File: src/rtl/code_conv_pkg.sv
// rtl/code_conv_pkg.sv - shared mode constants, BCD limit and FSM state type for the code conversion scheduler
package code_conv_pkg;

  localparam logic [2:0] MODE_B2G   = 3'b000;
  localparam logic [2:0] MODE_G2B   = 3'b001;
  localparam logic [2:0] MODE_B2BCD = 3'b010;
  localparam logic [2:0] MODE_BCD2B = 3'b011;
  localparam logic [2:0] MODE_B2XS3 = 3'b100;
  localparam logic [2:0] MODE_XS32B = 3'b101;

  localparam logic [7:0] BCD_LIMIT = 8'd99;

  typedef enum logic [1:0] {
    IDLE = 2'd0,
    EXEC = 2'd1,
    RESP = 2'd2
  } state_t;

endpackage

File: src/rtl/code_conv_unit.sv
// rtl/code_conv_unit.sv - combinational 8-bit code converter (gray, BCD, excess-3)
module code_conv_unit
  import code_conv_pkg::*;
(
  input  logic [7:0] op,
  input  logic [2:0] md,
  output logic [7:0] data,
  output logic       err
);

  logic [7:0] gray_dec;
  logic [3:0] tens;
  logic [3:0] ones;

  // Gray decode: each binary bit is the parity of all gray bits at and above it.
  always_comb begin
    gray_dec = 8'd0;
    for (int i = 0; i < 8; i++) begin
      gray_dec[i] = ^(op >> i);
    end
  end

  // Decimal digits of the operand; the tens digit is truncated to a nibble above 99.
  always_comb begin
    tens = 4'(op / 8'd10);
    ones = 4'(op % 8'd10);
  end

  // Mode select; unused modes return zero data flagged as an error.
  always_comb begin
    data = 8'd0;
    err  = 1'b0;
    case (md)
      MODE_B2G:   data = op ^ (op >> 1);
      MODE_G2B:   data = gray_dec;
      MODE_B2BCD: begin
        data = {tens, ones};
        err  = (op > BCD_LIMIT);
      end
      MODE_BCD2B: begin
        data = ({4'd0, op[7:4]} * 8'd10) + {4'd0, op[3:0]};
        err  = (op[7:4] > 4'd9) || (op[3:0] > 4'd9);
      end
      MODE_B2XS3: data = op + 8'd3;
      MODE_XS32B: data = op - 8'd3;
      default: begin
        data = 8'd0;
        err  = 1'b1;
      end
    endcase
  end

endmodule

File: src/rtl/code_conv_scheduler.sv
// rtl/code_conv_scheduler.sv - round-robin arbiter sharing one code converter; CODE_CONV_STATS_EN adds done/error counters
module code_conv_scheduler
  import code_conv_pkg::*;
#(
  parameter int N_REQ = 4,
  parameter int ID_W  = 2
) (
  input  logic                 clk,
  input  logic                 reset,
  input  logic [N_REQ-1:0]     req_valid,
  output logic [N_REQ-1:0]     req_ready,
  input  logic [8*N_REQ-1:0]   req_data,
  input  logic [3*N_REQ-1:0]   req_mode,
  output logic                 resp_valid,
  input  logic                 resp_ready,
  output logic [7:0]           resp_data,
  output logic [ID_W-1:0]      resp_id,
  output logic                 resp_err,
  output logic                 busy,
  output logic [15:0]          stat_done,
  output logic [15:0]          stat_err
);

  state_t          state;
  state_t          state_nxt;
  logic [ID_W-1:0] rr_ptr;
  logic [ID_W-1:0] grant;
  logic [ID_W-1:0] cand;
  logic            found;
  logic [7:0]      sel_op;
  logic [2:0]      sel_md;
  logic [7:0]      op_q;
  logic [2:0]      md_q;
  logic [ID_W-1:0] id_q;
  logic [7:0]      conv_data;
  logic            conv_err;
  logic            accept;

  // Round-robin search starting just after the last served requester.
  always_comb begin
    found = 1'b0;
    grant = '0;
    cand  = '0;
    for (int k = 1; k <= N_REQ; k++) begin
      cand = ID_W'((int'(rr_ptr) + k) % N_REQ);
      if (!found && req_valid[cand]) begin
        found = 1'b1;
        grant = cand;
      end
    end
  end

  // Operand and mode of the currently granted requester.
  always_comb begin
    sel_op = '0;
    sel_md = '0;
    for (int i = 0; i < N_REQ; i++) begin
      if (grant == ID_W'(i)) begin
        sel_op = req_data[8*i +: 8];
        sel_md = req_mode[3*i +: 3];
      end
    end
  end

  // State register; reset abandons any in-flight transaction.
  always_ff @(posedge clk) begin
    if (reset) state <= IDLE;
    else       state <= state_nxt;
  end

  // Next state and the combinational accept strobe to the winner.
  always_comb begin
    state_nxt = state;
    req_ready = '0;
    accept    = 1'b0;
    case (state)
      IDLE: begin
        if (found && !reset) begin
          req_ready[grant] = 1'b1;
          accept           = 1'b1;
          state_nxt        = EXEC;
        end
      end
      EXEC:    state_nxt = RESP;
      RESP:    if (resp_ready) state_nxt = IDLE;
      default: state_nxt = IDLE;
    endcase
  end

  // Capture the granted operand and move the round-robin pointer to the winner.
  always_ff @(posedge clk) begin
    if (reset) begin
      rr_ptr <= ID_W'(N_REQ - 1);
      op_q   <= '0;
      md_q   <= '0;
      id_q   <= '0;
    end else if (accept) begin
      rr_ptr <= grant;
      op_q   <= sel_op;
      md_q   <= sel_md;
      id_q   <= grant;
    end
  end

  code_conv_unit u_conv (
    .op   (op_q),
    .md   (md_q),
    .data (conv_data),
    .err  (conv_err)
  );

  // Register the converter result at the end of EXEC; held stable through RESP.
  always_ff @(posedge clk) begin
    if (reset) begin
      resp_data <= '0;
      resp_err  <= 1'b0;
      resp_id   <= '0;
    end else if (state == EXEC) begin
      resp_data <= conv_data;
      resp_err  <= conv_err;
      resp_id   <= id_q;
    end
  end

  assign resp_valid = (state == RESP);
  assign busy       = (state != IDLE);

`ifdef CODE_CONV_STATS_EN
  logic resp_hs;
  assign resp_hs = resp_valid & resp_ready;

  // Saturating counts of completed responses and of those flagged as errors.
  always_ff @(posedge clk) begin
    if (reset) begin
      stat_done <= '0;
      stat_err  <= '0;
    end else if (resp_hs) begin
      if (stat_done != 16'hFFFF) stat_done <= stat_done + 16'd1;
      if (resp_err && (stat_err != 16'hFFFF)) stat_err <= stat_err + 16'd1;
    end
  end
`else
  assign stat_done = '0;
  assign stat_err  = '0;
`endif

endmodule

File: config.mk
export PLATFORM = sky130hd
export DESIGN_NAME = code_conv_scheduler
export DESIGN_NICKNAME = d
export VERILOG_FILES = /design/src/rtl/code_conv_pkg.sv /design/src/rtl/code_conv_unit.sv /design/src/rtl/code_conv_scheduler.sv
export SDC_FILE = /design/constraint.sdc
export NUM_CORES = 1
export LEC_CHECK = 0
export ABC_AREA = 1
export BUFFER_PORTS_ARGS = -buffer_cell sky130_fd_sc_hd__buf_4
export CAP_MARGIN = 20
export CORE_ASPECT_RATIO = 1.5
export CORE_MARGIN = 10
export CORE_UTILIZATION = 30
export DETAILED_ROUTE_END_ITERATION = 6
export PLACE_DENSITY_LB_ADDON = 0.12
export SLEW_MARGIN = 30
export SYNTH_ARGS = -nofsm -noshare
export SYNTH_HDL_FRONTEND = slang
export SYNTH_SLANG_ARGS = --single-unit
File: constraint.sdc
create_clock -name clk -period 7.77 [get_ports clk]
set_input_delay 0.777 -clock clk [delete_from_list [all_inputs] [get_ports clk]]
set_output_delay 0.777 -clock clk [all_outputs]
set_load 0.02 [all_outputs]
=== Word level (Yosys, flattened, before mapping) ===
Index checks and enable logic that the tools add are counted.

* Input port bits: 51
* Word-level logic and storage cells: 99
* Register bits: 28
* Output and inout bits: 49

* Add/subtract/negate cells: 7
* Muxes and demuxes: 35
* $mul: 1
* Equal/unequal tests: 12
* Divide/modulo/power cells: 2
* Magnitude comparators: 9
* Reductions and logical operators: 24
* Bitwise operators: 1

{| class="wikitable"
|+ Operators with widths
! kind !! number
|-
| 8-bit parity || 8
|-
| 8-bit one-hot mux with 6 select lines || 1
|-
| 8-bit 2-to-1 mux || 4
|-
| 2-bit by 3-bit < comparator with 1-bit output, second input constant || 5
|-
| 2-bit 2-to-1 mux || 6
|-
| 3-bit 2-to-1 mux || 4
|-
| 1-bit 2-to-1 mux || 11
|-
| 8-bit by 2-bit adder with 8-bit output, second input constant || 1
|-
| 8-bit by 4-bit adder with 8-bit output || 1
|-
| 1-bit binary-select mux with 2-bit select || 4
|-
| 8-bit by 4-bit divider with 8-bit output, second input constant || 1
|-
| 4-bit > comparator, second input constant || 2
|-
| 8-bit by 7-bit > comparator with 1-bit output, second input constant || 1
|-
| 8-bit by 4-bit remainder unit with 8-bit output, second input constant || 1
|-
| 4-bit 2-to-1 mux || 2
|-
| 8-bit by 2-bit subtractor with 8-bit output, second input constant || 1
|-
| 8-bit by 7-bit bitwise XOR with 8-bit output || 1
|-
| 4-bit by 3-bit multiplier with 7-bit output, second input constant || 1
|-
| 2-bit == test, second input constant || 3
|-
| 3-bit by 2-bit == test with 1-bit output, second input constant || 2
|-
| 3-bit == test, second input constant || 2
|-
| 2-bit one-hot mux with 3 select lines || 1
|-
| 1-bit logical AND || 5
|-
| 2-bit by 1-bit adder with 2-bit output, second input constant || 2
|-
| 15 further kinds || 21
|}

=== Longest topological paths before layout ===
Gate-level depths: netlist (run 1).

* Word-level depth: 19
* Gate-level depth with buffers: 35
* Depth with buffers taken out: 35

=== Cells and area by module ===
A second synthesis (run 1) with hierarchy kept.

* Cell total of the unflattened synthesis: 607
* Area, all modules: 3826.2 um2

{| class="wikitable"
|+ Modules (own cells, without submodules)
! module !! times used !! area each (um2) !! cells each !! sequential area each (um2)
|-
| code_conv_scheduler || 1 || 1994.4 || 307 || 560.5
|-
| code_conv_unit || 1 || 1831.8 || 300 || 0.0
|}

=== Worst setup path before layout (run 1) ===
Ideal clock, no wire load.

* Path type: register -> register
* Start point: register op_q[2]
* End point: register resp_data[2]
* Arrival time: 3.482 ns
* Period minus slack after synthesis: 3.548 ns
* Cell stages (with the launch flop): 28
* Setup slack: 4.222 ns
* Library setup time: 0.066 ns
* Data required time: 7.704 ns
* Buffers on the path: 1
* Cell sequence: dfxtp_1 -> inv_1 -> ha_1 -> inv_1 -> nand2_2 -> nand2_4 -> nand2_4 -> nand2_2 -> nand2_4 -> nor2_2 -> nand2_4 -> nand3_4 -> nand2_2 -> and2_4 -> buf_6 -> a21oi_4 -> nand2_4 -> nand2_2 -> nand3_2 -> nor2_4 -> nand3_1 -> and2_2 -> xor2_1 -> nand2_1 -> nand3_1 -> nand2_1 -> nand2_1 -> a21oi_2

* Cells in the longest elaborated chain, start to end: 2
* Elaborated cells on any way between the ends: 7
* Those cells by class: add/sub: 3; div: 1; mux: 1; bitwise: 1; reduce/logical: 1

{| class="wikitable"
|+ RTL lines
! item !! RTL line !! source
|-
| start: declaration || code_conv_scheduler.sv:32 || <nowiki>logic [7:0] op_q;</nowiki>
|-
| start signal: assignment || code_conv_scheduler.sv:99 || <nowiki>op_q <= sel_op;</nowiki>
|-
| 8-bit by 4-bit remainder unit with 8-bit output, or another cell as far along || code_conv_unit.sv:26 || <nowiki>ones = 4'(op % 8'd10);</nowiki>
|-
| 8-bit one-hot mux with 6 select lines (*) || code_conv_unit.sv:33 || <nowiki>case (md)</nowiki>
|-
| end signal: assignment || code_conv_scheduler.sv:119 || <nowiki>resp_data <= conv_data;</nowiki>
|-
| end: declaration || code_conv_scheduler.sv:16 || <nowiki>output logic [7:0] resp_data,</nowiki>
|}

Mark *: on every way between the ends. The rest lies on a longest branch, timed or not.
A chain may end at the register's enable or synchronous reset.

=== Worst setup path after layout (run 1) ===
* Start point: register op_q[2]
* End point: register resp_data[1]

* Cells in the longest elaborated chain, start to end: 2
* Elaborated cells on any way between the ends: 4
* Those cells by class: div: 1; mux: 1; bitwise: 1; reduce/logical: 1

{| class="wikitable"
|+ RTL lines
! item !! RTL line
|-
| 8-bit by 4-bit remainder unit with 8-bit output, or another cell as far along || code_conv_unit.sv:26
|-
| 8-bit one-hot mux with 6 select lines (*) || code_conv_unit.sv:33
|}

Marks and branches as above.

==> out/qor_table.md, run 1 <==
| Group | Parameter | Value |
| --- | --- | --- |
| route | Routed WL | 12500 um |
| timing | Worst-margin pin slew | 829 ps |
| cts | Number of setup buffers added after CTS | 0 |
| logic synthesis | Number of enable flip-flop cells after synthesis | 0 |
| placed design | Port Buf Inserts | 67 |
| hold path | Worst Hold Launch | id_q[1]$_SDFFE_PP0P_ |
| global routing | Most Crowded Layer GR | met2 |
| timing | Slew Limit Fails | 0 |
| logic synthesis | Flops & latches, synth | 28 |
| die | Std-Cell Rows | 50 |
| route | Post-route antenna net violation count | 0 |
| route | First-pass iteration count of the detailed router | 4 |
| flow run | Count of maximum capacitance violations | 0 |
| die | Starting Density | 30.9% |
| finish | Area Overhead vs Synth | 15.8% |
| worst setup path | CP endpoint kind | flip-flop |
| die | Horizontal die dimension | 113 um |
| placed design | Final estimated routing congestion in global placement | 0.888 |
| worst setup path | CP peak stage delay | 640 ps |
| power and ir drop | Pwr Density | 513 nW/um^2 |
| finish | Multi-input gate area | 2820 sq um |
| die | Number of top-level pins | 100 |
| global routing | Largest net degree at the start of global routing | 19 |
| global routing | Vias in the first global route | 4017 |
| cts | Depth of the CTS H-tree | 1 |
| logic synthesis | Yosys Warn Count | 0 |
| logic synthesis | Distinct cell type count of the synthesized netlist | 46 |
| die | Chip Height | 159 um |
| power and ir drop | Maximum resistive drop on vdd | 0.267 mV |
| cts | Buffer levels on the longest clock path | 2 |
| logic synthesis | Post-Synthesis Mean Instance Area | 6.45 sq um |
| logic synthesis | Combined area of all synthesized cells | 3880 sq um |
| finish | Diode insertion count for antenna repair | 0 |
| timing | Accumulated negative setup slack | 0 ps |
| worst setup path | Most frequent cell on the critical path | sky130_fd_sc_hd__nand2_4 |
| logic synthesis | Fraction of synthesized cell area taken by the top area cell type | 14.4% |
| global routing | Global-route met1 utilization | 13.1% |
| die | Floorplan core area | 12600 sq um |
| worst setup path | Crit-path leading delay family | simple AND/OR/NAND/NOR gates |
| worst setup path | Maximum net fanout on the critical path | 10 |
| worst setup path | Data arrival, critical path | 4410 ps |
| finish | Layout filler cell count | 1413 |
| worst setup path | Critical register-to-register path startpoint | op_q[2]$_SDFFE_PP0P_ |
| hold path | Worst-case hold path end point | id_q[1]$_SDFFE_PP0P_ |
| global routing | Gr ovfl total | 0 |
| worst setup path | Reg2reg setup slack | 3570 ps |
| cts | Count of hold buffers inserted by post-cts repair | 0 |
| hold path | Cell depth of the worst min-delay path | 2 |
| timing | Fin Clk Skew | 5.18 ps |
| route | Vias after detailed routing | 3889 |
| logic synthesis | FFs w/ async S/R, synth | 0% |
| logic synthesis | Gate Count Post-Synth | 602 |
| route | Final routed DRC violation total | 0 |
| worst setup path | Worst endpoint required time | 7990 ps |
| cts | Clk Tree Root Cell | sky130_fd_sc_hd__clkbuf_16 |
| finish | Total Nets Final | 750 |
| worst setup path | Depth of the most critical reg-to-reg path | 29 |
| cts | Clock latency of the later-clocked register in the worst-skew pair | 270 ps |
| route | Initial DRC Count | 121 |
| cts | Post_cts resized | 0 |
| global routing | GR Layer Usage met3 | 2.11% |
| worst setup path | Setup Crit Path Kind | reg -> reg |
| finish | Final core area utilization | 35.8% |
| global routing | Wire length of the first global-routing pass | 20300 um |
| worst setup path | Critical Path Start Type | flip-flop |
| cts | Clock transition at the registers of the reported paths | 70 ps |
| route | Wire length per cell | 15.3 um |
| worst setup path | Worst-path cell with the longest stage delay | sky130_fd_sc_hd__dfxtp_1 |
| cts | Number of clock sinks seen by CTS | 28 |
| power and ir drop | Leakage power total | 2.31 nW |
| finish | Most common cell after layout, fill and taps aside | sky130_fd_sc_hd__nand2_1 |
| timing | Unrepaired setup endpoints after global routing | false |
| logic synthesis | Post-synthesis sequential area ratio | 14.4% |
| timing | Tcrit/Tclk final | 54.0% |
| global routing | Number of antenna violations at the first check in global routing | 0 |
| cts | Total clock buffers created by CTS | 3 |
| hold path | Class of the worst hold path | reg -> reg |
| logic synthesis | Cell type with the highest aggregate area in the netlist | sky130_fd_sc_hd__dfxtp_1 |
| cts | CTS tree | yes |
| worst setup path | Buffers & Inverters on Critical Path | 3 |
| timing | Period minus WS final | 4200 ps |
| global routing | Overall routing resource usage | 13.5% |
| finish | Storage cell area | 561 sq um |
| logic synthesis | Top cells by area, synth | sky130_fd_sc_hd__dfxtp_1, sky130_fd_sc_hd__nand2_1, sky130_fd_sc_hd__ha_1 |
| timing | Final setup violation count | 0 |
| status | Run status | complete, no violations |
| worst setup path | FF-to-FF End | resp_data[1]$_SDFFE_PP0N_ |
| timing | Total count of hold-check failures in the final report | 0 |
| global routing | Global-route track usage on met2 | 28.0% |
| die | Overall die area | 18000 sq um |
| finish | Layout cell share with drive strength beyond 1 | 20.0% |
| placed design | Total half-perimeter wirelength after legalization and detailed placement | 10700 um |
| timing | Headroom to the max-slew limit | 44.3% |
| route | Via-per-instance ratio | 4.77 |
| timing | Maximum frequency from static timing analysis | 238 MHz |
| finish | Highest-count cells in the layout ignoring fill and taps | sky130_fd_sc_hd__nand2_1, sky130_fd_sc_hd__inv_1, sky130_fd_sc_hd__buf_4 |
| logic synthesis | Main flop type after synthesis | sky130_fd_sc_hd__dfxtp_1 |
-- flip-flops by register name (all words and copies together) (netlist names) --
signal and cells:
rr_ptr 2, id_q 2, resp_data 8, resp_err 1, md_q 3, resp_id 2
op_q 8, state 2
-- kinds of logic (layout without fill, tap and decap cells) --
logic type               count (synthesis)  count (layout)  share of synthesized area (%)
XOR/XNOR                                16              16                           3.61
buffers and inverters                  124             151                           16.1
flip-flops                              28              28                           14.4
adder cells (fa/ha/maj)                 38              38                           12.8
AO/OA/AOI/OAI                           90              90                           14.7
AND/OR/NAND/NOR                        305             305                           38.3
other                                    1              32                         0.0966
-- tightest hold or removal path, cell delays in order, from the launching register on --
cell                      delay, ps
sky130_fd_sc_hd__dfxtp_1        310
sky130_fd_sc_hd__nand2_1         60
sky130_fd_sc_hd__nand2_1         40
-- cell usage after synthesis, types with 2 or more instances --
cell type,number
sky130_fd_sc_hd__nand2_1,140
sky130_fd_sc_hd__inv_1,72
sky130_fd_sc_hd__nand3_1,62
sky130_fd_sc_hd__nor2_1,44
sky130_fd_sc_hd__ha_1,35
sky130_fd_sc_hd__a21oi_1,32
sky130_fd_sc_hd__buf_4,32
sky130_fd_sc_hd__dfxtp_1,28
sky130_fd_sc_hd__o21ai_0,24
sky130_fd_sc_hd__nand2_2,14
sky130_fd_sc_hd__nand2_4,14
sky130_fd_sc_hd__xor2_1,13
sky130_fd_sc_hd__o22ai_1,11
sky130_fd_sc_hd__clkbuf_1,8
sky130_fd_sc_hd__nand4_1,6
sky130_fd_sc_hd__nor3_1,6
sky130_fd_sc_hd__inv_2,5
sky130_fd_sc_hd__buf_6,4
sky130_fd_sc_hd__nand3_2,4
sky130_fd_sc_hd__o2111ai_1,4
sky130_fd_sc_hd__or2_2,4
sky130_fd_sc_hd__a21oi_4,3
sky130_fd_sc_hd__fa_1,3
sky130_fd_sc_hd__o211ai_1,3
sky130_fd_sc_hd__xnor2_1,3
sky130_fd_sc_hd__a21oi_2,2
sky130_fd_sc_hd__a221oi_1,2
sky130_fd_sc_hd__a31oi_1,2
sky130_fd_sc_hd__nand4_2,2
sky130_fd_sc_hd__nor2_2,2
sky130_fd_sc_hd__nor2_4,2
sky130_fd_sc_hd__o21bai_1,2
-- stage by stage --
stage / hold slack, ps / setup WS (ps) / power (mW) / std cells / instance area (sq um)
floorplan: 421 / 4220 / 1.76 / 633 / 4000
global placement: 447 / 3570 / 2.16 / 812 / 4390
detailed placement: 441 / 3530 / 2.17 / 812 / 4390
CTS: 456 / 3510 / 2.34 / 816 / 4500
global route: 475 / 3080 / 2.59 / 816 / 4500
finish: 453 / 3570 / 2.31 / 816 / 4500
-- report_power, final --
part | internal [mW] | switching [mW] | total (mW)
Sequential | 0.193 | 0.0609 | 0.253
Clock | 0.103 | 0.0555 | 0.158
Combinational | 0.661 | 1.23 | 1.90
Total | 0.957 | 1.35 | 2.31
-- cell type report --
type	instances	share of cell area [%]
multi-input combinational	481	62.7
sequential	28	12.5
timing repair buffer	68	11.4
inverter	79	6.79
tap	156	4.34
clock buffer	3	1.67
clock inverter	1	0.668
-- worst max-delay path by stage --
stage | endpoint | depth (start not counted) | slack (ps) | from
6_report | resp_data[1]$_SDFFE_PP0N_ | 29 | 3570 | op_q[2]$_SDFFE_PP0P_
5_1_grt | resp_data[2]$_SDFFE_PP0N_ | 27 | 3080 | op_q[2]$_SDFFE_PP0P_
4_1_cts | resp_data[2]$_SDFFE_PP0N_ | 27 | 3510 | op_q[2]$_SDFFE_PP0P_
3_5_place_dp | resp_data[1]$_SDFFE_PP0N_ | 29 | 3530 | op_q[2]$_SDFFE_PP0P_
3_3_place_gp | resp_data[2]$_SDFFE_PP0N_ | 27 | 3570 | op_q[2]$_SDFFE_PP0P_
2_1_floorplan | resp_data[2]$_SDFFE_PP0N_ | 27 | 4220 | op_q[2]$_SDFFE_PP0P_
-- layer usage --
layer	up-vias	wire, um	share of wire, %
met2	77	7260	58
met1	1796	4530	36
met3	9	504	4.0
met4	0	165	1.3
met5	-	0	0
li1	2007	-	-
Power figures use the tool's default switching activity.
==> inputs of run 2 (changes only) <==
Settings changed: ABC_AREA 1 to 0.
Clock period 7.77 ns to 4.3 ns, I/O delays scaled along.
==> run 2 against run 1 <==
  * Wire length increased by 18%
  * Via count increased by 11%
  * Non-clock buffer count increased by 34
  * First-iteration DRC count increased by 49%
  * Die area increased by 11%
  * Critical path depth decreased by 13
  * Combinational power decreased by 9%
  * Core utilization increased by 0.96 points
==> out/qor_table.md, run 2 <==
| Group | Parameter | Value | vs previous |
| --- | --- | --- | --- |
| status | Run status | complete, no violations |  |
| finish | Total Nets Final | 730 | -2.7% |
| cts | Clock latency of the later-clocked register in the worst-skew pair | 270 ps | about the same |
| cts | Number of clock sinks seen by CTS | 28 | unchanged |
| power and ir drop | Pwr Density | 441 nW/um^2 | -14% |
| die | Floorplan core area | 14500 sq um | +15% |
| worst setup path | FF-to-FF End | resp_data[1]$_SDFFE_PP0N_ |  |
| logic synthesis | Yosys Warn Count | 0 | unchanged |
| finish | Biggest regs | op_q (8), resp_data (8), md_q (3) |  |
| timing | Tcrit/Tclk final | 93.9% | +40 points |
| power and ir drop | Leakage power total | 2.27 nW | -1.5% |
| placed design | Total half-perimeter wirelength after legalization and detailed placement | 12300 um | +15% |
| logic synthesis | Gate Count Post-Synth | 567 | -5.8% |
| timing | Slew Limit Fails | 0 | unchanged |
| global routing | Number of antenna violations at the first check in global routing | 0 | unchanged |
| timing | Fin Clk Skew | 4.27 ps | -0.908 ps |
| global routing | Largest net degree at the start of global routing | 38 | +19 |
| flow run | Count of maximum capacitance violations | 0 | unchanged |
| logic synthesis | Top cells by area, synth | sky130_fd_sc_hd__dfxtp_1, sky130_fd_sc_hd__ha_1, sky130_fd_sc_hd__a21oi_1 |  |
| logic synthesis | Number of enable flip-flop cells after synthesis | 0 | unchanged |
| timing | Maximum frequency from static timing analysis | 248 MHz | +3.9% |
| timing | Tightest hold margin | 418 ps | -35.0 ps |
| logic synthesis | Cell type with the highest aggregate area in the netlist | sky130_fd_sc_hd__dfxtp_1 |  |
| logic synthesis | Post-synthesis sequential area ratio | 12.8% | -1.6 points |
| worst setup path | Critical Path Start Type | flip-flop |  |
| cts | Number of setup buffers added after CTS | 0 | unchanged |
| logic synthesis | Post-Synthesis Mean Instance Area | 7.73 sq um | +20% |
| cts | Clock transition at the registers of the reported paths | 70 ps | about the same |
| logic synthesis | FFs w/ async S/R, synth | 0% | unchanged |
| worst setup path | Data arrival, critical path | 4240 ps | -170 ps |
| hold path | Worst Hold Launch | resp_ready |  |
| die | Overall die area | 19900 sq um | +11% |
| worst setup path | CP endpoint kind | flip-flop |  |
| logic synthesis | Flops & latches, synth | 28 | unchanged |
| route | Wire length per cell | 17.6 um | +15% |
| route | Post-route antenna net violation count | 0 | unchanged |
| global routing | Vias in the first global route | 4467 | +11% |
| worst setup path | Maximum net fanout on the critical path | 12 | +2 |
| die | Horizontal die dimension | 119 um | +5.1% |
| timing | Unrepaired setup endpoints after global routing | true |  |
| finish | Area Overhead vs Synth | 21.2% |  |
| hold path | Cell depth of the worst min-delay path | 3 | +1 |
| logic synthesis | Dominant cell by count in the synthesized netlist | sky130_fd_sc_hd__a21oi_1 |  |
| cts | CTS tree | yes |  |
| placed design | Final estimated routing congestion in global placement | 0.949 | +6.8% |
| route | Routed WL | 14700 um | +18% |
| cts | Clk Tree Root Cell | sky130_fd_sc_hd__clkbuf_16 |  |
| power and ir drop | Maximum resistive drop on vdd | 0.192 mV | -28% |
| finish | Layout cell share with drive strength beyond 1 | 25.6% | +5.6 points |
| placed design | Port Buf Inserts | 67 | unchanged |
| logic synthesis | Distinct cell type count of the synthesized netlist | 85 | +85% |
| timing | Total count of hold-check failures in the final report | 0 | unchanged |
| route | Final routed DRC violation total | 0 | unchanged |
| route | First-pass iteration count of the detailed router | 5 | +1 |
| finish | Non-Filler Cell Area, Final | 5310 sq um | +18% |
| cts | Total clock buffers created by CTS | 3 | unchanged |
| route | Vias after detailed routing | 4298 | +11% |
| finish | Most common cell after layout, fill and taps aside | sky130_fd_sc_hd__buf_4 |  |
| global routing | Overall routing resource usage | 14.0% | +0.51 points |
| logic synthesis | Fraction of synthesized cell area taken by the top area cell type | 12.8% | -1.6 points |
| hold path | Class of the worst hold path | in -> reg |  |
| cts | Depth of the CTS H-tree | 1 | unchanged |
| worst setup path | Reg2reg setup slack | 260 ps | -3310 ps |
| timing | Final setup violation count | 0 | unchanged |
| die | Starting Density | 30.3% | -0.59 points |
| route | Via-per-instance ratio | 5.14 | +7.9% |
| logic synthesis | Most frequent cells after synthesis | sky130_fd_sc_hd__a21oi_1, sky130_fd_sc_hd__nand2_1, sky130_fd_sc_hd__nor2_1 |  |
| global routing | Wire length of the first global-routing pass | 23200 um | +14% |
| finish | Highest-count cells in the layout ignoring fill and taps | sky130_fd_sc_hd__buf_4, sky130_fd_sc_hd__a21oi_1, sky130_fd_sc_hd__nand2_1, sky130_fd_sc_hd__nor2_1, sky130_fd_sc_hd__ha_1 |  |
| worst setup path | Critical register-to-register path startpoint | op_q[2]$_SDFFE_PP0P_ |  |
| placed design | Cell area reported after detailed placement | 5130 sq um | +17% |
| timing | Worst-margin pin slew | 834 ps | +5.45 ps |
| die | Number of top-level pins | 100 | unchanged |
| logic synthesis | Main flop type after synthesis | sky130_fd_sc_hd__dfxtp_1 |  |
| die | Std-Cell Rows | 54 | +8.0% |
| worst setup path | Worst endpoint required time | 4500 ps | -3490 ps |
| worst setup path | Depth of the most critical reg-to-reg path | 16 | -45% |
| finish | Diode insertion count for antenna repair | 0 | unchanged |
| worst setup path | Setup Crit Path Kind | reg -> reg |  |
| die | Chip Height | 168 um | +5.4% |
| cts | Buffer levels on the longest clock path | 2 | unchanged |
| timing | Headroom to the max-slew limit | 44.4% | +0.062 points |
| route | Initial DRC Count | 180 | +49% |
| timing | Period minus WS final | 4040 ps | -157 ps |
| logic synthesis | Combined area of all synthesized cells | 4380 sq um | +13% |
| global routing | Gr ovfl total | 0 | unchanged |
| hold path | Worst-case hold path end point | state[1]$_SDFFE_PP0P_ |  |
## run 2: timing repair
action	CTS	global route
resized for setup	0	18
endpoints found under the setup margin	0	5
hold buffers	0	0
## run 2: area by class of cell
type	instances	area, sq um
Fill cell	1566	9150
Tap cell	196	245
Timing Repair Buffer	102	766
Multi-Input combinational cell	490	3570
Clock buffer	3	75.1
Clock inverter	1	30.0
Inverter	16	60.1
Sequential cell	28	562
## run 2: layer usage
layer | GRT usage [%] | vias to the layer above | wire length, um
met5 | 0 | - | 0
met3 | 1.87 | 38 | 512
met2 | 27.2 | 125 | 7980
met1 | 14.1 | 1969 | 5560
li1 | - | 2166 | -
met4 | 7.30 | 0 | 630
## run 2: report_power, final
| part | total, mW | internal (mW) | switching (mW) |
|---|---|---|---|
| Combinational | 1.73 | 0.718 | 1.02 |
| Clock | 0.286 | 0.186 | 0.0997 |
| Sequential | 0.324 | 0.297 | 0.0267 |
| Total | 2.34 | 1.20 | 1.14 |
## run 2: how the worst max path moves through the flow
stage | slack [ps] | cells past startpoint | startpoint | endpoint
6_report | 260 | 16 | op_q[2]$_SDFFE_PP0P_ | resp_data[1]$_SDFFE_PP0N_
3_3_place_gp | 200 | 15 | op_q[7]$_SDFFE_PP0P_ | resp_data[1]$_SDFFE_PP0N_
5_1_grt | -6 | 16 | op_q[3]$_SDFFE_PP0P_ | resp_data[4]$_SDFFE_PP0N_
2_1_floorplan | 250 | 16 | op_q[2]$_SDFFE_PP0P_ | resp_data[2]$_SDFFE_PP0N_
3_5_place_dp | 150 | 15 | op_q[7]$_SDFFE_PP0P_ | resp_data[1]$_SDFFE_PP0N_
4_1_cts | 110 | 15 | op_q[7]$_SDFFE_PP0P_ | resp_data[1]$_SDFFE_PP0N_
## run 2: cells by family after synthesis
logic type,after synthesis,synth area share [%]
and+or+nand+nor,188,22.8
AOI/OAI and AO/OA,183,31.9
buffers and inverters,80,10.1
adders and majority gates,38,11.4
DFF,28,12.8
xor gates and xnor gates,25,5.34
muxes,24,5.54
other,1,0.0856
## run 2: worst max-delay path, stage by stage (launching register included)
cell	delay (ps)
sky130_fd_sc_hd__dfxtp_1	310
sky130_fd_sc_hd__inv_1	130
sky130_fd_sc_hd__ha_1	230
sky130_fd_sc_hd__nand2b_4	250
sky130_fd_sc_hd__a21oi_4	130
sky130_fd_sc_hd__buf_4	190
sky130_fd_sc_hd__nor3_1	300
sky130_fd_sc_hd__o22ai_2	200
sky130_fd_sc_hd__or4b_4	570
sky130_fd_sc_hd__o2111ai_2	170
sky130_fd_sc_hd__o22ai_1	150
sky130_fd_sc_hd__or2_1	240
sky130_fd_sc_hd__o21ba_1	200
sky130_fd_sc_hd__a311oi_2	280
sky130_fd_sc_hd__and3_4	250
sky130_fd_sc_hd__a41oi_1	140
sky130_fd_sc_hd__a211oi_2	230
## run 2: per-stage QoR
stage	cells	TNS [ps]	total power [mW]	worst slack, ps	utilization (%)
global placement	832	0	2.04	196	35.5
floorplan	598	0	1.58	246	-
CTS	836	0	2.33	105	36.2
global route	836	-6.44	2.53	-6.44	36.7
finish	836	0	2.34	261	36.7
detailed placement	832	0	2.03	148	35.5
==> inputs of run 3 (changes only) <==
Settings changed: CTS_CLUSTER_SIZE set to 40, RECOVER_POWER set to 50.
==> run 3 against run 2 <==
  * Maximum frequency about the same
  * Largest cell class unchanged
  * Die area unchanged
  * Non-clock buffer count did not move
  * Count of clock-buffer cells in the layout unchanged
  * Via count hardly changed
  * Setup slack improved by 2.5 ps
  * Total power decreased by 0.65%
  * Critical path depth is the same
  * Sequential share of layout area is 0.11 points higher
  * First-iteration DRC count is 7.8% lower
  * Flip-flop and latch count unchanged
==> out/qor_table.md, run 3 (synthesis gave the netlist of run 2 again) <==
| Group | Parameter | Value | vs previous |
| --- | --- | --- | --- |
| status | Run status | complete, no violations |  |
| power and ir drop | Pwr Density | 443 nW/um^2 | +0.42% |
| die | Number of top-level pins | 100 | unchanged |
| finish | Highest-count cells in the layout ignoring fill and taps | sky130_fd_sc_hd__buf_4, sky130_fd_sc_hd__a21oi_1, sky130_fd_sc_hd__nand2_1, sky130_fd_sc_hd__nor2_1, sky130_fd_sc_hd__ha_1 |  |
| worst setup path | Critical Path Start Type | flip-flop |  |
| timing | Fin Clk Skew | 4.35 ps | +0.0798 ps |
| finish | Diode insertion count for antenna repair | 0 | unchanged |
| route | First-pass iteration count of the detailed router | 5 | unchanged |
| worst setup path | Setup Crit Path Kind | reg -> reg |  |
| worst setup path | Cell Chain, Critical Path | inv_1 > ha_1 > nand2b_4 > a21oi_4 > buf_4 > nor3_1 > o22ai_2 > or4b_4 > o2111ai_2 > o22ai_1 > or2_1 > o21ba_1 > a311oi_2 > and3_4 > a41oi_1 > a211oi_2 |  |
| route | Wire length per cell | 17.6 um | about the same |
| finish | Layout filler cell count | 1580 | +0.89% |
| worst setup path | Maximum net fanout on the critical path | 12 | unchanged |
| finish | Total Nets Final | 730 | unchanged |
| cts | Clk Tree Root Cell | sky130_fd_sc_hd__clkbuf_16 |  |
| route | Routed WL | 14700 um | about the same |
| power and ir drop | Internal Pwr Total | 1.19 mW | -1.2% |
| flow run | Count of maximum capacitance violations | 0 | unchanged |
| die | Horizontal die dimension | 119 um | unchanged |
| finish | Biggest regs | op_q (8), resp_data (8), md_q (3) |  |
| global routing | Number of antenna violations at the first check in global routing | 0 | unchanged |
| finish | Non-Filler Cell Area, Final | 5250 sq um | -1.1% |
| worst setup path | Critical register-to-register path startpoint | op_q[2]$_SDFFE_PP0P_ |  |
| timing | Period minus WS final | 4040 ps | -2.49 ps |
| worst setup path | CP endpoint kind | flip-flop |  |
| power and ir drop | Fraction of power consumed by sequential logic | 13.9% | about the same |
| cts | CTS tree | yes |  |
| worst setup path | Worst-path cell with the longest stage delay | sky130_fd_sc_hd__or4b_4 |  |
| die | Chip Height | 168 um | unchanged |
| worst setup path | Depth of the most critical reg-to-reg path | 16 | unchanged |
| die | Std-Cell Rows | 54 | unchanged |
| cts | Total clock buffers created by CTS | 3 | unchanged |
| worst setup path | Worst endpoint required time | 4500 ps | about the same |
| finish | Layout cell share with drive strength beyond 1 | 23.3% | -2.3 points |
| finish | Most common cell after layout, fill and taps aside | sky130_fd_sc_hd__buf_4 |  |
| cts | Number of clock sinks seen by CTS | 28 | unchanged |
| finish | Storage cell area | 562 sq um | unchanged |
| worst setup path | Buffers & Inverters on Critical Path | 2 | unchanged |
| cts | Post_cts resized | 0 | unchanged |
| timing | Tightest hold margin | 418 ps | -0.0990 ps |
| cts | Depth of the CTS H-tree | 1 | unchanged |
| timing | Final setup violation count | 0 | unchanged |
| finish | Multi-input gate area | 3570 sq um | unchanged |
| placed design | Cell area reported after detailed placement | 5130 sq um | unchanged |
| timing | Tcrit/Tclk final | 93.9% | about the same |
| global routing | Wire length of the first global-routing pass | 23200 um | unchanged |
| timing | Unrepaired setup endpoints after global routing | true |  |
| route | Final routed DRC violation total | 0 | unchanged |
| die | Floorplan core area | 14500 sq um | unchanged |
| die | Overall die area | 19900 sq um | unchanged |
| placed design | Total half-perimeter wirelength after legalization and detailed placement | 12300 um | unchanged |
| placed design | Final estimated routing congestion in global placement | 0.949 | unchanged |
| hold path | Worst Hold Launch | resp_ready |  |
| route | Via-per-instance ratio | 5.14 | about the same |
| hold path | Class of the worst hold path | in -> reg |  |
| cts | Buffer levels on the longest clock path | 2 | unchanged |
| timing | Slew Limit Fails | 0 | unchanged |
| worst setup path | Data arrival, critical path | 4230 ps | about the same |
| cts | Count of hold buffers inserted by post-cts repair | 0 | unchanged |
| power and ir drop | Maximum resistive drop on vdd | 0.176 mV | -8.7% |
| timing | Maximum frequency from static timing analysis | 248 MHz | about the same |
| timing | Headroom to the max-slew limit | 28.3% | -16 points |
| timing | Total count of hold-check failures in the final report | 0 | unchanged |
| worst setup path | Reg2reg setup slack | 260 ps | about the same |
| global routing | Gr ovfl total | 0 | unchanged |
| cts | Clock transition at the registers of the reported paths | 70 ps | about the same |
| placed design | Port Buf Inserts | 67 | unchanged |
| global routing | Largest net degree at the start of global routing | 38 | unchanged |
| worst setup path | CP peak stage delay | 570 ps | about the same |
| route | Initial DRC Count | 166 | -7.8% |
| route | Post-route antenna net violation count | 0 | unchanged |
| timing | Worst-margin pin slew | 1080 ps | +241 ps |
| worst setup path | FF-to-FF End | resp_data[1]$_SDFFE_PP0N_ |  |
| finish | Area Overhead vs Synth | 19.9% |  |
| worst setup path | Crit-path leading delay family | simple AND/OR/NAND/NOR gates |  |
| global routing | Vias in the first global route | 4467 | unchanged |
| die | Starting Density | 30.3% | unchanged |
| hold path | Worst-case hold path end point | state[1]$_SDFFE_PP0P_ |  |
| power and ir drop | Switching share of power | 49.0% | +0.27 points |
| cts | Number of setup buffers added after CTS | 0 | unchanged |
| power and ir drop | Leakage power total | 2.21 nW | -2.7% |
| global routing | Overall routing resource usage | 14.0% | unchanged |
| route | Vias after detailed routing | 4301 | +0.070% |
| power and ir drop | Portion of total power attributed to the clock network | 12.3% | about the same |
| power and ir drop | Logic gate share of total power | 73.8% | -0.2 points |
| power and ir drop | Net switching power | 1.14 mW | about the same |
| hold path | Cell depth of the worst min-delay path | 3 | unchanged |
| cts | Clock latency of the later-clocked register in the worst-skew pair | 270 ps | about the same |
run 3: cell types whose count changed in the layout (fill, tap and decap cells not counted):
cell,before,now
sky130_fd_sc_hd__buf_4,102,87
sky130_fd_sc_hd__clkbuf_1,0,15
run 3: area by class of cell:
type	instances	share of cell area, %
Tap cell	196	4.67
Inverter	16	1.14
Timing Repair Buffer	102	13.5
Multi-Input combinational cell	490	68.0
Clock inverter	1	0.572
Sequential cell	28	10.7
Clock buffer	3	1.43
run 3: per-layer routing:
metal | up-vias | share of wire (%) | global-route usage (%)
li1 | 2167 | - | -
met1 | 1972 | 38 | 14.1
met2 | 124 | 54 | 27.2
met3 | 38 | 3.4 | 1.87
met4 | 0 | 4.3 | 7.30
met5 | - | 0 | 0
run 3: worst max path at each step:
stage	slack, ps	depth (start not counted)	endpoint	start
global placement	200	15	resp_data[1]$_SDFFE_PP0N_	op_q[7]$_SDFFE_PP0P_
finish	260	16	resp_data[1]$_SDFFE_PP0N_	op_q[2]$_SDFFE_PP0P_
CTS	110	15	resp_data[1]$_SDFFE_PP0N_	op_q[7]$_SDFFE_PP0P_
detailed placement	150	15	resp_data[1]$_SDFFE_PP0N_	op_q[7]$_SDFFE_PP0P_
floorplan	250	16	resp_data[2]$_SDFFE_PP0N_	op_q[2]$_SDFFE_PP0P_
global route	-6	16	resp_data[4]$_SDFFE_PP0N_	op_q[3]$_SDFFE_PP0P_
run 3: worst reg2reg max path: cells and delay by family, from the launching register on:
family,cells,cell delay (ps)
AOI/OAI and AO/OA,8,1500
adders and majority gates,1,230
buffers and inverters,2,320
and+or+nand+nor,5,1620
DFF,1,310
run 3: stage by stage:
stage | utilization (%) | setup WS, ps | power, mW | setup TNS, ps | std cells
3_3_place_gp | 35.5 | 196 | 2.04 | 0 | 832
5_1_grt | 36.3 | -6.44 | 2.52 | -6.44 | 836
3_5_place_dp | 35.5 | 148 | 2.03 | 0 | 832
2_1_floorplan | - | 246 | 1.58 | 0 | 598
6_report | 36.3 | 263 | 2.33 | 0 | 836
4_1_cts | 36.2 | 105 | 2.33 | 0 | 836
run 3: power groups by stage:
| stage | Combinational, mW | Sequential [mW] | Clock, mW |
|---|---|---|---|
| after floorplan | 1.22 | 0.352 | 0 |
| after global placement | 1.71 | 0.329 | 0 |
| after detailed placement | 1.70 | 0.330 | 0 |
| after CTS | 1.71 | 0.324 | 0.295 |
| after global routing | 1.89 | 0.328 | 0.303 |
| final | 1.72 | 0.324 | 0.286 |
